===== src/rtl/main_stream_ctrl.sv =====
`default_nettype none
// ============================================================================
// main_stream_ctrl : job controller for NLANES lockstep streaming kernel lanes
//   Gates input and output vectors, counts beats and flags lane skew.
//   Optional STALL_CNT_EN: saturating per-job stall-cycle counter.
// Revision: 1.0
// ============================================================================
module main_stream_ctrl #(
  parameter int NLANES = 2,
  parameter int CNTW   = 32
) (
  input  logic              clk,
  input  logic              rst,
  input  logic              start,
  input  logic [CNTW-1:0]   nitems,
  output logic              busy,
  output logic              done,
  input  logic              src_valid,
  output logic              src_ready,
  output logic              k_ivalid,
  input  logic [NLANES-1:0] k_iready,
  input  logic [NLANES-1:0] k_ovalid,
  output logic              k_oready,
  output logic              snk_valid,
  input  logic              snk_ready,
  output logic              lane_err,
  output logic [CNTW-1:0]   stall_cnt
);

  localparam logic [1:0] ST_IDLE  = 2'd0;
  localparam logic [1:0] ST_RUN   = 2'd1;
  localparam logic [1:0] ST_DRAIN = 2'd2;
  localparam logic [1:0] ST_DONE  = 2'd3;

  localparam logic [CNTW-1:0] CNT_ONE = {{(CNTW-1){1'b0}}, 1'b1};

  logic [1:0]      state_q, state_d;
  logic [CNTW-1:0] nitems_q, nitems_d;
  logic [CNTW-1:0] in_cnt_q, in_cnt_d;
  logic [CNTW-1:0] out_cnt_q, out_cnt_d;
  logic            lane_err_q, lane_err_d;

  logic w_all_ir, w_all_ov, w_active, w_in_open;
  logic w_in_beat, w_out_beat, w_skew, w_start_acc;

  assign w_all_ir    = &k_iready;
  assign w_all_ov    = &k_ovalid;
  assign w_active    = (state_q == ST_RUN) || (state_q == ST_DRAIN);
  assign w_in_open   = (state_q == ST_RUN) && (in_cnt_q < nitems_q);
  assign w_start_acc = (state_q == ST_IDLE) && start;

  assign k_ivalid  = w_in_open & src_valid;
  assign src_ready = w_in_open & w_all_ir;
  assign snk_valid = w_active & w_all_ov;
  assign k_oready  = w_active & snk_ready;

  assign w_in_beat  = k_ivalid & w_all_ir;
  // The compare keeps out_cnt bounded even if lanes present extra vectors.
  assign w_out_beat = snk_valid & snk_ready & (out_cnt_q < nitems_q);

  // Lanes disagree when some, but not all, of them assert a flag.
  assign w_skew = ((|k_iready) & ~w_all_ir) | ((|k_ovalid) & ~w_all_ov);

  assign busy     = (state_q != ST_IDLE);
  assign done     = (state_q == ST_DONE);
  assign lane_err = lane_err_q;

  always_comb begin
    state_d    = state_q;
    nitems_d   = nitems_q;
    in_cnt_d   = in_cnt_q;
    out_cnt_d  = out_cnt_q;
    lane_err_d = lane_err_q;
    case (state_q)
      ST_IDLE: begin
        if (start) begin
          nitems_d   = nitems;
          in_cnt_d   = '0;
          out_cnt_d  = '0;
          lane_err_d = 1'b0;
          state_d    = (nitems == '0) ? ST_DONE : ST_RUN;
        end
      end
      ST_RUN, ST_DRAIN: begin
        if (w_in_beat) in_cnt_d = in_cnt_q + CNT_ONE;
        if (w_out_beat) out_cnt_d = out_cnt_q + CNT_ONE;
        // Output completion wins: the last vector may leave while still in RUN.
        if (out_cnt_d == nitems_q) begin
          state_d = ST_DONE;
        end else if ((state_q == ST_RUN) && (in_cnt_q == nitems_q)) begin
          state_d = ST_DRAIN;
        end
      end
      ST_DONE: state_d = ST_IDLE;
      default: state_d = ST_IDLE;
    endcase
    if (busy && w_skew) lane_err_d = 1'b1;
  end

  always_ff @(posedge clk or negedge rst) begin
    if (!rst) begin
      state_q    <= ST_IDLE;
      nitems_q   <= '0;
      in_cnt_q   <= '0;
      out_cnt_q  <= '0;
      lane_err_q <= 1'b0;
    end else begin
      state_q    <= state_d;
      nitems_q   <= nitems_d;
      in_cnt_q   <= in_cnt_d;
      out_cnt_q  <= out_cnt_d;
      lane_err_q <= lane_err_d;
    end
  end

`ifdef STALL_CNT_EN
  logic [CNTW-1:0] stall_cnt_q, stall_cnt_d;
  logic            w_stall;

  assign w_stall = w_active & ((k_ivalid & ~w_all_ir) | (w_all_ov & ~snk_ready));

  always_comb begin
    stall_cnt_d = stall_cnt_q;
    if (w_start_acc) begin
      stall_cnt_d = '0;
    end else if (w_stall && (stall_cnt_q != {CNTW{1'b1}})) begin
      stall_cnt_d = stall_cnt_q + CNT_ONE;
    end
  end

  always_ff @(posedge clk or negedge rst) begin
    if (!rst) begin
      stall_cnt_q <= '0;
    end else begin
      stall_cnt_q <= stall_cnt_d;
    end
  end

  assign stall_cnt = stall_cnt_q;
`else
  logic w_unused;
  assign w_unused  = w_start_acc;
  assign stall_cnt = '0;
`endif

endmodule
`default_nettype wire


===== config.mk =====
export PLATFORM = sky130hd
export DESIGN_NAME = main_stream_ctrl
export DESIGN_NICKNAME = d
export VERILOG_FILES = /design/src/rtl/main_stream_ctrl.sv
export SDC_FILE = /design/constraint.sdc
export NUM_CORES = 1
export LEC_CHECK = 0
export BUFFER_PORTS_ARGS = -buffer_cell sky130_fd_sc_hd__buf_2
export CAP_MARGIN = 20
export CORE_UTILIZATION = 55
export DETAILED_ROUTE_END_ITERATION = 16
export GPL_TIMING_DRIVEN = 0
export PLACE_DENSITY = 0.79
export SYNTH_ARGS = -nofsm -noshare
export SYNTH_HDL_FRONTEND = slang
export SYNTH_SLANG_ARGS = --single-unit

===== constraint.sdc =====
create_clock -name clk -period 3.05 [get_ports clk]
set_input_delay 0.1525 -clock clk [delete_from_list [all_inputs] [get_ports clk]]
set_output_delay 0.1525 -clock clk [all_outputs]
set_load 0.005 [all_outputs]

==> impl_metrics.prom, run 1 <==
# TYPE chip_impl_metric gauge
chip_impl_info{name="outcome",value="finished with violations"} 1
chip_impl_info{name="violated_checks",value="negative setup slack"} 1
chip_impl_info{name="crit_path_start_kind",value="flip-flop"} 1
chip_impl_metric{name="leakagePower",unit="nW"} 4.62
chip_impl_metric{name="report.final.hold_viol_count",unit=""} 0
chip_impl_metric{name="place.detailed.hpwl",unit="um"} 17900
chip_impl_metric{name="ys_seq_elements",unit=""} 99
chip_impl_info{name="cts_root_buf",value="clkbuf_16"} 1
chip_impl_metric{name="utilization",unit=""} 0.714
chip_impl_metric{name="instances_no_fill",unit=""} 1222
chip_impl_metric{name="timing.critical_path.required",unit="ns"} 3.36
chip_impl_metric{name="final.setup.tns",unit="ns"} -5.21
chip_impl_metric{name="ios",unit=""} 80
chip_impl_info{name="worst-setup-path-type",value="reg2reg"} 1
chip_impl_metric{name="maxClockFrequency",unit="MHz"} 274
chip_impl_metric{name="met1_length",unit="um"} 9990
chip_impl_metric{name="post_synth_instance_area",unit="um^2"} 7850
chip_impl_metric{name="area.growth.synth_to_final",unit="%"} 26.2
chip_impl_info{name="tritoncts_clock_tree",value="built"} 1
chip_impl_info{name="crit_chain",value="inv_2 -> ha_4 -> a21o_1 -> a221oi_2 -> o21ai_2 -> a2111o_2 -> buf_6 -> a21oi_4 -> buf_6 -> buf_4 -> nand3_1 -> o22a_1 -> nor4_1 -> nand4b_1 -> buf_4 -> nor3_2 -> or2_4"} 1
chip_impl_metric{name="cts_made_buffers",unit=""} 9
chip_impl_metric{name="netlist.area_leader.share",unit=""} 0.315
chip_impl_metric{name="timing.critical_path.fanout_max",unit=""} 9
chip_impl_metric{name="synth_cells",unit=""} 894
chip_impl_info{name="holdCritPathClass",value="in2reg"} 1
chip_impl_metric{name="cap_violations",unit=""} 0
chip_impl_info{name="synth.largest_area_cell",value="dfrtp_1"} 1
chip_impl_metric{name="timing.final.crit_period",unit="ns"} 3.64
chip_impl_metric{name="fin_total_pwr",unit="mW"} 7.15
chip_impl_metric{name="synthDistinctLibCells",unit=""} 75
chip_impl_info{name="topRoutingLayerUsed",value="met4"} 1
chip_impl_metric{name="fillCellCount",unit=""} 1042
chip_impl_metric{name="die-width",unit="um"} 121
chip_impl_metric{name="vias_per_cell",unit=""} 6.29
chip_impl_metric{name="wire_length_of_the_first_global_routing_pass",unit="um"} 38000
chip_impl_metric{name="grt_max_degree",unit=""} 55
chip_impl_metric{name="final_weighted_congestion_in_routability_driven_placement",unit=""} 0.958
chip_impl_metric{name="wire_per_inst",unit="um"} 20.7
chip_impl_metric{name="die_area",unit="um^2"} 14800
chip_impl_metric{name="drt_pre_antenna_iters",unit=""} 5
chip_impl_metric{name="detailroute.wirelength.met3",unit="um"} 2350
chip_impl_metric{name="overall_routed_net_length",unit="um"} 25300
chip_impl_info{name="layout.cells.most_common",value="dfrtp_1"} 1
chip_impl_metric{name="first_global_vias",unit=""} 7047
chip_impl_metric{name="grt_antenna_before_repair",unit=""} 0
chip_impl_info{name="layout_common_cells",value="dfrtp_1, buf_4, ha_1"} 1
chip_impl_metric{name="slowest_delay",unit="ns"} 0.50
chip_impl_metric{name="timing_worst_slew_pin_value",unit="ns"} 0.989
chip_impl_metric{name="setup_viol",unit=""} 35
chip_impl_metric{name="worst-endpoint-arrival",unit="ns"} 3.95
chip_impl_metric{name="finalClockSkew",unit="ns"} 0.00736
chip_impl_metric{name="detail_route.iter0.violations",unit=""} 865
chip_impl_metric{name="drc",unit=""} 0
chip_impl_metric{name="final_net_count",unit=""} 1148
chip_impl_info{name="setup_repair_after_global_routing_missed_its_margin",value="yes"} 1
chip_impl_metric{name="row_count",unit=""} 43
chip_impl_metric{name="max-vdd-ir-drop",unit="uV"} 547
chip_impl_metric{name="cellPowerDensity",unit="nW/um^2"} 722
chip_impl_metric{name="clockBufferDepth",unit=""} 2
chip_impl_metric{name="grt_remaining_overflow",unit=""} 0
chip_impl_metric{name="clk_transition_reported_paths",unit="ns"} 0.07
chip_impl_metric{name="grt.total_usage",unit=""} 0.343
chip_impl_metric{name="clock-sinks",unit=""} 99
chip_impl_metric{name="synth.avg_cell_area",unit="um^2"} 8.78
chip_impl_metric{name="synth-edff-count",unit=""} 0
chip_impl_metric{name="core_region_area",unit="um^2"} 13900
chip_impl_info{name="worst_setup_path_end_kind",value="flip-flop"} 1
chip_impl_metric{name="h-tree-depth",unit=""} 3
chip_impl_info{name="cp_top_family",value="compound AO/OA/AOI/OAI gates"} 1
chip_impl_metric{name="antennaDiodeCount",unit=""} 0
chip_impl_metric{name="antenna_left",unit=""} 0
chip_impl_metric{name="die-height",unit="um"} 121
chip_impl_info{name="synth_top_cells_by_area",value="dfrtp_1, ha_1, mux2_2"} 1
chip_impl_metric{name="final_layout_size_suffix_gt1_frac",unit=""} 0.290
chip_impl_metric{name="placement.io_buffers",unit=""} 47
chip_impl_metric{name="post-route-period-util",unit=""} 1.19
chip_impl_metric{name="place_inst",unit=""} 1153
chip_impl_metric{name="finalMaxSlewViolations",unit=""} 0
chip_impl_metric{name="worst_skew_pair.late_latency",unit="ns"} 0.37
chip_impl_metric{name="setup_ws",unit="ns"} -0.594
chip_impl_metric{name="routed-wl-met2",unit="um"} 11600
chip_impl_metric{name="synth_sequential_area_ratio",unit=""} 0.315
chip_impl_metric{name="detailroute.via_count",unit=""} 7687
chip_impl_metric{name="sequential_cell_area",unit="um^2"} 2490
chip_impl_metric{name="asyncSetResetFlopFracSynth",unit=""} 1.00
chip_impl_metric{name="slew-limit-headroom",unit=""} 0.338
chip_impl_info{name="cp_max_stage_cell",value="a2111o_2"} 1
chip_impl_metric{name="multiInputGateArea",unit="um^2"} 5490
chip_impl_info{name="yosys_most_used_dff",value="dfrtp_1"} 1
chip_impl_metric{name="start_util",unit=""} 0.566
chip_impl_metric{name="critPathBufInv",unit=""} 5
chip_impl_metric{name="yosysWarnings",unit=""} 0
-- power by group --
group | internal (mW) | switching [mW]
Combinational | 1.65 | 2.43
Clock | 0.664 | 0.546
Sequential | 1.58 | 0.285
Total | 3.89 | 3.26
-- kinds of logic after synthesis --
family,synth area share
AO/OA/AOI/OAI,0.175
XOR/XNOR,0.0714
adder cells (fa/ha/maj),0.112
buffers and inverters,0.0715
flip-flops,0.315
multiplexers,0.0472
other,0.000477
AND/OR/NAND/NOR,0.208
-- worst register-to-register path: cells and delay by family, from the launching register on --
kind | cells | cell delay [ns]
buffers and inverters | 5 | 0.76
and+or+nand+nor | 5 | 0.81
AOI/OAI and AO/OA | 6 | 1.40
adders and majority gates | 1 | 0.20
DFF | 1 | 0.41
-- through the flow --
step | hold slack, ns | instance area (um^2) | setup WS (ns)
after floorplan | -0.143 | 8010 | -0.307
after global placement | 0.401 | 8470 | -0.965
after detailed placement | 0.212 | 8500 | -1.09
after CTS | 0.0318 | 9540 | -0.554
after global routing | 0.0339 | 9910 | -0.690
final | 0.0331 | 9910 | -0.594
-- final cells by class --
class | instances | share of cell area
multi-input combinational | 716 | 0.554
clock buffer | 11 | 0.0245
sequential | 99 | 0.251
timing repair buffer | 101 | 0.0751
inverter | 46 | 0.0177
tap | 180 | 0.0227
buffer | 64 | 0.0489
clock inverter | 5 | 0.00606
-- what timing repair did --
action,in CTS,in global routing
pin swaps,40,31
endpoints found under the setup margin,59,62
setup buffers,37,14
endpoints found under the hold margin,45,0
hold buffers,1,0
gates resized for setup,89,77
gates cloned,1,2
-- flip-flops by register name, summed over array words and instances, names as in the netlist --
| name | flops |
|---|---|
| nitems_q | 32 |
| lane_err | 1 |
| state_q | 2 |
| out_cnt_q | 32 |
| in_cnt_q | 32 |
-- routing by layer --
metal / vias to the layer above / track usage
met4: 0 / 0.177
met3: 88 / 0.0794
met1: 3645 / 0.440
met5: - / 0
met2: 457 / 0.537
li1: 3497 / -
-- cells in the mapped netlist, drive strengths merged, types with 3 or more instances --
master and n:
a2111oi 3, a211oi 6, a21o 17, a21oi 46, a221o 4, a221oi 3
a22oi 4, a31oi 11, and2 13, and3 21, and4 10, buf 43
clkbuf 21, dfrtp 99, ha 70, inv 46, mux2 32, nand2 68
nand2b 7, nand3 37, nand4 28, nand4b 3, nor2 62, nor2b 7
nor3 12, nor4 20, o211ai 7, o21a 3, o21ai 66, o22ai 7
o31a 3, o31ai 15, or2 3, or3 7, xnor2 37, xor2 27
-- path summary, 6_finish.rpt --
path | start | to | cells past startpoint | slack, ns
setup / recovery | nitems_q[6] | state_q[0] | 17 | -0.59
hold reg to reg | in_cnt_q[4] | in_cnt_q[4] | 2 | 0.55
max in group asynchronous | rst | nitems_q[22] | 3 | 1.99
setup reg to reg | nitems_q[6] | state_q[0] | 17 | -0.59
min in group asynchronous | rst | in_cnt_q[8] | 2 | 0.34
hold / removal | nitems[7] | nitems_q[7] | 2 | 0.03
(Power assumes the default switching activity.)
==> run 2: changes to the inputs <==
--- a/config.mk
+++ b/config.mk
@@ -11,6 +11,7 @@
 export DETAILED_ROUTE_END_ITERATION = 16
 export GPL_TIMING_DRIVEN = 0
 export PLACE_DENSITY = 0.79
+export RECOVER_POWER = 25
 export SYNTH_ARGS = -nofsm -noshare
 export SYNTH_HDL_FRONTEND = slang
 export SYNTH_SLANG_ARGS = --single-unit
==> run 2 against run 1 <==
The run still ends with negative setup slack left. Critical endpoint unchanged. Critical path type unchanged. First-iteration DRC count shrank 0.92%. Cell area hardly changed. Clock skew down 0.0016 ns.
==> impl_metrics.prom, run 2 (synthesis gave the netlist of run 1 again) <==
# TYPE chip_impl_metric gauge
chip_impl_metric{name="die-height",unit="um"} 121
chip_impl_metric{name="finalClockSkew",unit="ns"} 0.00578
chip_impl_info{name="largestRegisters",value="in_cnt_q x32, nitems_q x32, out_cnt_q x32"} 1
chip_impl_metric{name="first_global_vias",unit=""} 7047
chip_impl_metric{name="detailroute.via_count",unit=""} 7733
chip_impl_metric{name="antennaDiodeCount",unit=""} 0
chip_impl_metric{name="start_util",unit=""} 0.566
chip_impl_metric{name="finalMaxSlewViolations",unit=""} 0
chip_impl_info{name="worst_setup_path_end_kind",value="flip-flop"} 1
chip_impl_metric{name="worst-r2r-setup-slack",unit="ns"} -0.59
chip_impl_metric{name="final.setup.tns",unit="ns"} -4.84
chip_impl_metric{name="place_worst_setup_slack",unit="ns"} -1.09
chip_impl_info{name="holdCritPathClass",value="in2reg"} 1
chip_impl_metric{name="cellPowerDensity",unit="nW/um^2"} 722
chip_impl_info{name="worst-setup-path-type",value="reg2reg"} 1
chip_impl_metric{name="timing.critical_path.fanout_max",unit=""} 9
chip_impl_metric{name="cap_violations",unit=""} 0
chip_impl_metric{name="row_count",unit=""} 43
chip_impl_metric{name="hold_slack",unit="ns"} 0.0345
chip_impl_metric{name="timing_worst_slew_pin_value",unit="ns"} 1.23
chip_impl_metric{name="wire_per_inst",unit="um"} 20.7
chip_impl_metric{name="grt.total_usage",unit=""} 0.343
chip_impl_metric{name="final_weighted_congestion_in_routability_driven_placement",unit=""} 0.958
chip_impl_metric{name="leakagePower",unit="nW"} 4.62
chip_impl_metric{name="fin_total_pwr",unit="mW"} 7.15
chip_impl_metric{name="clk_transition_reported_paths",unit="ns"} 0.07
chip_impl_metric{name="clockBufferDepth",unit=""} 2
chip_impl_metric{name="place.detailed.hpwl",unit="um"} 17900
chip_impl_info{name="tritoncts_clock_tree",value="built"} 1
chip_impl_metric{name="clock-sinks",unit=""} 99
chip_impl_metric{name="drc",unit=""} 0
chip_impl_metric{name="die-width",unit="um"} 121
chip_impl_info{name="layout_common_cells",value="dfrtp_1, buf_4, ha_1"} 1
chip_impl_info{name="crit_path_start_kind",value="flip-flop"} 1
chip_impl_metric{name="final_layout_size_suffix_gt1_frac",unit=""} 0.290
chip_impl_metric{name="final_net_count",unit=""} 1148
chip_impl_metric{name="post-route-period-util",unit=""} 1.19
chip_impl_metric{name="final_area",unit="um^2"} 9910
chip_impl_metric{name="core_region_area",unit="um^2"} 13900
chip_impl_info{name="setup_repair_after_global_routing_missed_its_margin",value="yes"} 1
chip_impl_metric{name="slew-limit-headroom",unit=""} 0.183
chip_impl_metric{name="wire_length_of_the_first_global_routing_pass",unit="um"} 38000
chip_impl_metric{name="setup_ws",unit="ns"} -0.594
chip_impl_metric{name="placement.io_buffers",unit=""} 47
chip_impl_info{name="hold_path.startpoint",value="nitems[7]"} 1
chip_impl_metric{name="utilization",unit=""} 0.714
chip_impl_metric{name="timing.critical_path.required",unit="ns"} 3.36
chip_impl_metric{name="grt_remaining_overflow",unit=""} 0
chip_impl_metric{name="vias_per_cell",unit=""} 6.33
chip_impl_metric{name="grt_antenna_before_repair",unit=""} 0
chip_impl_metric{name="die_area",unit="um^2"} 14800
chip_impl_metric{name="maxClockFrequency",unit="MHz"} 274
chip_impl_info{name="cts_root_buf",value="clkbuf_16"} 1
chip_impl_metric{name="max-vdd-ir-drop",unit="uV"} 545
chip_impl_metric{name="overall_routed_net_length",unit="um"} 25200
chip_impl_metric{name="place_inst",unit=""} 1153
chip_impl_info{name="reg2reg_from",value="nitems_q[6]"} 1
chip_impl_metric{name="detail_route.iter0.violations",unit=""} 857
chip_impl_metric{name="antenna_left",unit=""} 0
chip_impl_metric{name="grt_max_degree",unit=""} 55
chip_impl_metric{name="timing.final.crit_period",unit="ns"} 3.64
chip_impl_info{name="critPathLaunch",value="nitems_q[6]"} 1
chip_impl_metric{name="h-tree-depth",unit=""} 3
chip_impl_metric{name="worst_skew_pair.late_latency",unit="ns"} 0.36
chip_impl_metric{name="report.final.hold_viol_count",unit=""} 0
chip_impl_metric{name="setup_viol",unit=""} 32
chip_impl_metric{name="cts_made_buffers",unit=""} 9
chip_impl_metric{name="instances_no_fill",unit=""} 1222
chip_impl_info{name="layout.cells.most_common",value="dfrtp_1"} 1
chip_impl_metric{name="postPlaceCellArea",unit="um^2"} 8500
chip_impl_info{name="violated_checks",value="negative setup slack"} 1
chip_impl_metric{name="drt_pre_antenna_iters",unit=""} 9
chip_impl_metric{name="worst-endpoint-arrival",unit="ns"} 3.95
chip_impl_metric{name="ios",unit=""} 80
chip_impl_info{name="outcome",value="finished with violations"} 1
chip_impl_metric{name="area.growth.synth_to_final",unit="%"} 26.1
[run 2: area by class of cell]
cell class	count	area, um^2
clock inverters	5	60.1
flip-flops and latches	99	2490
well taps	180	225
inverters	46	175
repair buffers	101	742
multi-input cells	716	5490
clock buffers	11	243
plain buffers	64	484
fillers	1043	3980
[run 2: where the power goes]
part           internal, mW  leakage, nW  switching, mW
sequential             1.58         1.29          0.286
clock                 0.664        0.147          0.543
combinational          1.65         3.18           2.44
[run 2: worst paths after layout]
path                                 to  depth (start not counted)
max reg2reg                  state_q[0]                         17
max in group asynchronous  nitems_q[22]                          3
min reg2reg                 in_cnt_q[4]                          2
max                          state_q[0]                         17
min                         nitems_q[7]                          2
min in group asynchronous   in_cnt_q[8]                          2
[run 2: timing repair]
action / CTS / global route
cloned: 1 / 2
endpoints found under the setup margin: 59 / 62
hold endpoints to repair: 45 / 0
setup buffers: 37 / 14
pin swaps: 40 / 31
hold buffers: 1 / 0
gates resized for setup: 89 / 77
[run 2: critical path: stages, from the launching register on]
cell	delay [ns]
dfrtp_1	0.41
inv_2	0.10
ha_4	0.20
a21o_1	0.16
a221oi_2	0.26
o21ai_2	0.11
a2111o_2	0.50
buf_6	0.15
a21oi_4	0.16
buf_6	0.18
buf_4	0.14
nand3_1	0.07
o22a_1	0.21
nor4_1	0.28
nand4b_1	0.21
buf_4	0.19
nor3_2	0.11
or2_4	0.14
[run 2: metal layers]
layer / global-route usage / share of wire / vias up
li1: - / - / 3500
met1: 0.440 / 0.39 / 3659
met2: 0.537 / 0.46 / 454
met3: 0.0794 / 0.098 / 120
met4: 0.177 / 0.055 / 0
met5: 0 / 0 / -
==> run 3: changes to the inputs <==
--- a/config.mk
+++ b/config.mk
@@ -7,10 +7,10 @@
 export LEC_CHECK = 0
 export BUFFER_PORTS_ARGS = -buffer_cell sky130_fd_sc_hd__buf_2
 export CAP_MARGIN = 20
-export CORE_UTILIZATION = 55
+export CORE_UTILIZATION = 59
 export DETAILED_ROUTE_END_ITERATION = 16
 export GPL_TIMING_DRIVEN = 0
-export PLACE_DENSITY = 0.79
+export PLACE_DENSITY = 0.81
 export RECOVER_POWER = 25
 export SYNTH_ARGS = -nofsm -noshare
 export SYNTH_HDL_FRONTEND = slang
==> constraint.sdc (replaced) <==
create_clock -name clk -period 4.7 [get_ports clk]
set_input_delay 0.235 -clock clk [delete_from_list [all_inputs] [get_ports clk]]
set_output_delay 0.235 -clock clk [all_outputs]
set_load 0.005 [all_outputs]
==> run 3 against run 2 <==
Largest power group unchanged. Total power fell by 44%. Critical path type unchanged. Maximum frequency fell by 12%. Wire length fell by 11%. Worst setup slack improved by 1.1 ns. The flow finishes with violations (max-capacitance violations, max-slew violations). Hold slack improved by 0.088 ns. Clock skew rose by 0.0028 ns. Register-to-register slack improved by 1.1 ns.
==> impl_metrics.prom, run 3 (synthesis gave the netlist of run 1 again) <==
# TYPE chip_impl_metric gauge
chip_impl_metric{name="report.final.hold_viol_count",unit=""} 0
chip_impl_metric{name="finalClockSkew",unit="ns"} 0.00854
chip_impl_metric{name="power_switching",unit="mW"} 1.83
chip_impl_info{name="largestRegisters",value="in_cnt_q x32, nitems_q x32, out_cnt_q x32"} 1
chip_impl_info{name="setup_repair_after_global_routing_missed_its_margin",value="no"} 1
chip_impl_metric{name="overall_routed_net_length",unit="um"} 22500
chip_impl_metric{name="finalMaxSlewViolations",unit=""} 44
chip_impl_info{name="layout.cells.most_common",value="dfrtp_1"} 1
chip_impl_metric{name="hold_depth",unit=""} 2
chip_impl_info{name="holdCritPathClass",value="in2reg"} 1
chip_impl_metric{name="final_layout_size_suffix_gt1_frac",unit=""} 0.154
chip_impl_metric{name="internal_power",unit="mW"} 2.20
chip_impl_info{name="crit_path_start_kind",value="flip-flop"} 1
chip_impl_metric{name="ff2ff_path_depth",unit=""} 14
chip_impl_metric{name="power_switching_share",unit=""} 0.454
chip_impl_info{name="cts_root_buf",value="clkbuf_16"} 1
chip_impl_metric{name="die-width",unit="um"} 117
chip_impl_metric{name="first_global_vias",unit=""} 6800
chip_impl_metric{name="antenna_left",unit=""} 0
chip_impl_metric{name="sequential_cell_area",unit="um^2"} 2480
chip_impl_metric{name="place.detailed.hpwl",unit="um"} 17500
chip_impl_metric{name="worst_skew_pair.late_latency",unit="ns"} 0.36
chip_impl_metric{name="worst-r2r-setup-slack",unit="ns"} 0.55
chip_impl_info{name="worst_setup_path_end_kind",value="flip-flop"} 1
chip_impl_info{name="tritoncts_clock_tree",value="built"} 1
chip_impl_metric{name="cellPowerDensity",unit="nW/um^2"} 461
chip_impl_metric{name="drt_pre_antenna_iters",unit=""} 6
chip_impl_metric{name="portion_of_total_power_attributed_to_sequential_cells",unit=""} 0.304
chip_impl_metric{name="slew-limit-headroom",unit=""} -0.542
chip_impl_metric{name="timing.final.crit_period",unit="ns"} 4.15
chip_impl_metric{name="timing.critical_path.fanout_max",unit=""} 10
chip_impl_metric{name="detail_route.iter0.violations",unit=""} 748
chip_impl_metric{name="final_weighted_congestion_in_routability_driven_placement",unit=""} 0.984
chip_impl_metric{name="ios",unit=""} 80
chip_impl_metric{name="timing_worst_slew_pin_value",unit="ns"} 2.31
chip_impl_metric{name="grt_antenna_before_repair",unit=""} 1
chip_impl_metric{name="place_worst_setup_slack",unit="ns"} 0.718
chip_impl_metric{name="clk_transition_reported_paths",unit="ns"} 0.07
chip_impl_metric{name="max-vdd-ir-drop",unit="uV"} 332
chip_impl_metric{name="detailroute.via_count",unit=""} 7241
chip_impl_metric{name="cap_violations",unit=""} 1
chip_impl_metric{name="area.growth.synth_to_final",unit="%"} 11.5
chip_impl_metric{name="grt.total_usage",unit=""} 0.339
chip_impl_metric{name="multiInputGateArea",unit="um^2"} 4930
chip_impl_metric{name="combinationalPowerShare",unit=""} 0.496
chip_impl_metric{name="placement.io_buffers",unit=""} 47
chip_impl_metric{name="timing.critical_path.required",unit="ns"} 4.96
chip_impl_metric{name="clock-sinks",unit=""} 99
chip_impl_metric{name="fin_total_pwr",unit="mW"} 4.03
chip_impl_metric{name="row_count",unit=""} 41
chip_impl_metric{name="slowest_delay",unit="ns"} 0.55
chip_impl_metric{name="cts-resized-gates",unit=""} 0
chip_impl_metric{name="clockBufferDepth",unit=""} 2
chip_impl_metric{name="final.setup.tns",unit="ns"} 0
chip_impl_metric{name="final_net_count",unit=""} 1096
chip_impl_metric{name="cts_made_buffers",unit=""} 9
chip_impl_info{name="cp_max_stage_cell",value="a2111o_1"} 1
chip_impl_metric{name="wire_per_inst",unit="um"} 19.4
chip_impl_metric{name="worst-endpoint-arrival",unit="ns"} 4.41
chip_impl_info{name="crit_chain",value="inv_1 -> ha_1 -> and3_1 -> a221oi_2 -> o21ai_1 -> a2111o_1 -> a21oi_4 -> buf_2 -> a31o_2 -> o211ai_1 -> a2111oi_2 -> nand4b_1 -> o211a_1 -> a211oi_1"} 1
chip_impl_metric{name="post-route-period-util",unit=""} 0.883
chip_impl_metric{name="pwr-share-clk",unit=""} 0.201
chip_impl_info{name="worst-setup-path-type",value="reg2reg"} 1
chip_impl_metric{name="maxClockFrequency",unit="MHz"} 241
chip_impl_info{name="layout_common_cells",value="dfrtp_1, ha_1, nand2_1"} 1
chip_impl_metric{name="h-tree-depth",unit=""} 3
chip_impl_metric{name="critPathBufInv",unit=""} 2
chip_impl_metric{name="core_region_area",unit="um^2"} 12800
chip_impl_metric{name="antennaDiodeCount",unit=""} 0
chip_impl_metric{name="grt_max_degree",unit=""} 58
chip_impl_metric{name="start_util",unit=""} 0.615
chip_impl_info{name="cp_top_family",value="compound AO/OA/AOI/OAI gates"} 1
chip_impl_metric{name="setup_viol",unit=""} 0
chip_impl_metric{name="die-height",unit="um"} 117
chip_impl_metric{name="vias_per_cell",unit=""} 6.23
chip_impl_metric{name="setup_ws",unit="ns"} 0.550
chip_impl_metric{name="wire_length_of_the_first_global_routing_pass",unit="um"} 36300
chip_impl_info{name="violated_checks",value="max-capacitance violations, max-slew violations"} 1
chip_impl_metric{name="fillCellCount",unit=""} 1005
chip_impl_metric{name="cp.depth",unit=""} 14
chip_impl_metric{name="drc",unit=""} 0
chip_impl_info{name="outcome",value="finished with violations"} 1
chip_impl_metric{name="grt_remaining_overflow",unit=""} 0
chip_impl_metric{name="die_area",unit="um^2"} 13800
chip_impl_metric{name="leakagePower",unit="nW"} 4.17
==> run 3: cell types whose count changed in the layout (fill, tap and decap cells not counted), moves of 7 or more <==
cell / change
dfrtp_2: -10
o31ai_2: -7
nand2_1: +8
o21ai_0: +16
dfrtp_1: +10
nand2_2: -7
o31ai_1: +9
o21ai_1: -11
buf_4: -38
buf_6: -12
==> run 3: power groups by stage <==
stage | sequential (mW) | clock (mW) | combinational (mW)
floorplan | 1.16 | 0 | 1.36
global placement | 1.22 | 0 | 1.89
detailed placement | 1.23 | 0 | 1.93
CTS | 1.22 | 0.816 | 1.94
global route | 1.24 | 0.843 | 2.19
finish | 1.22 | 0.809 | 2.00
==> run 3: worst paths after layout <==
path | startpoint | endpoint
setup / recovery | nitems_q[7] | state_q[1]
setup reg to reg | nitems_q[7] | state_q[1]
hold / removal | nitems[9] | nitems_q[9]
max in group asynchronous | rst | in_cnt_q[14]
min in group asynchronous | rst | out_cnt_q[25]
hold reg to reg | in_cnt_q[4] | in_cnt_q[4]
==> run 3: layout make-up <==
| cell class | instances | share of cell area |
|---|---|---|
| clock inverters | 4 | 0.00643 |
| well taps | 172 | 0.0246 |
| flip-flops and latches | 99 | 0.283 |
| multi-input cells | 716 | 0.563 |
| clock buffers | 12 | 0.0304 |
| inverters | 46 | 0.0197 |
| repair buffers | 49 | 0.0284 |
| plain buffers | 64 | 0.0444 |
==> run 3: repair_timing <==
item	CTS	global route
hold buffers	1	0
setup buffers	0	0
endpoints found under the hold margin	42	0
==> run 3: through the flow <==
stage | hold WS, ns | instance area [um^2] | cells | utilization
floorplan | -0.0606 | 7970 | 925 | -
global placement | 0.484 | 8420 | 1144 | 0.659
detailed placement | 0.274 | 8450 | 1145 | 0.662
CTS | 0.116 | 8780 | 1162 | 0.688
global route | 0.119 | 8760 | 1162 | 0.686
finish | 0.122 | 8760 | 1162 | 0.686
==> run 3: metal layers <==
| metal | track usage | part of all wire |
|---|---|---|
| met2 | 0.530 | 0.45 |
| met5 | 0 | 0 |
| met1 | 0.453 | 0.42 |
| met3 | 0.0803 | 0.085 |
| met4 | 0.136 | 0.038 |
==> run 3: worst reg2reg max path: cells and delay by family (launching register included) <==
family,cells,cell delay (ns)
simple gates,2,0.39
compound gates,9,2.42
buf+inv,2,0.47
flops,1,0.43
fa+ha+maj,1,0.35
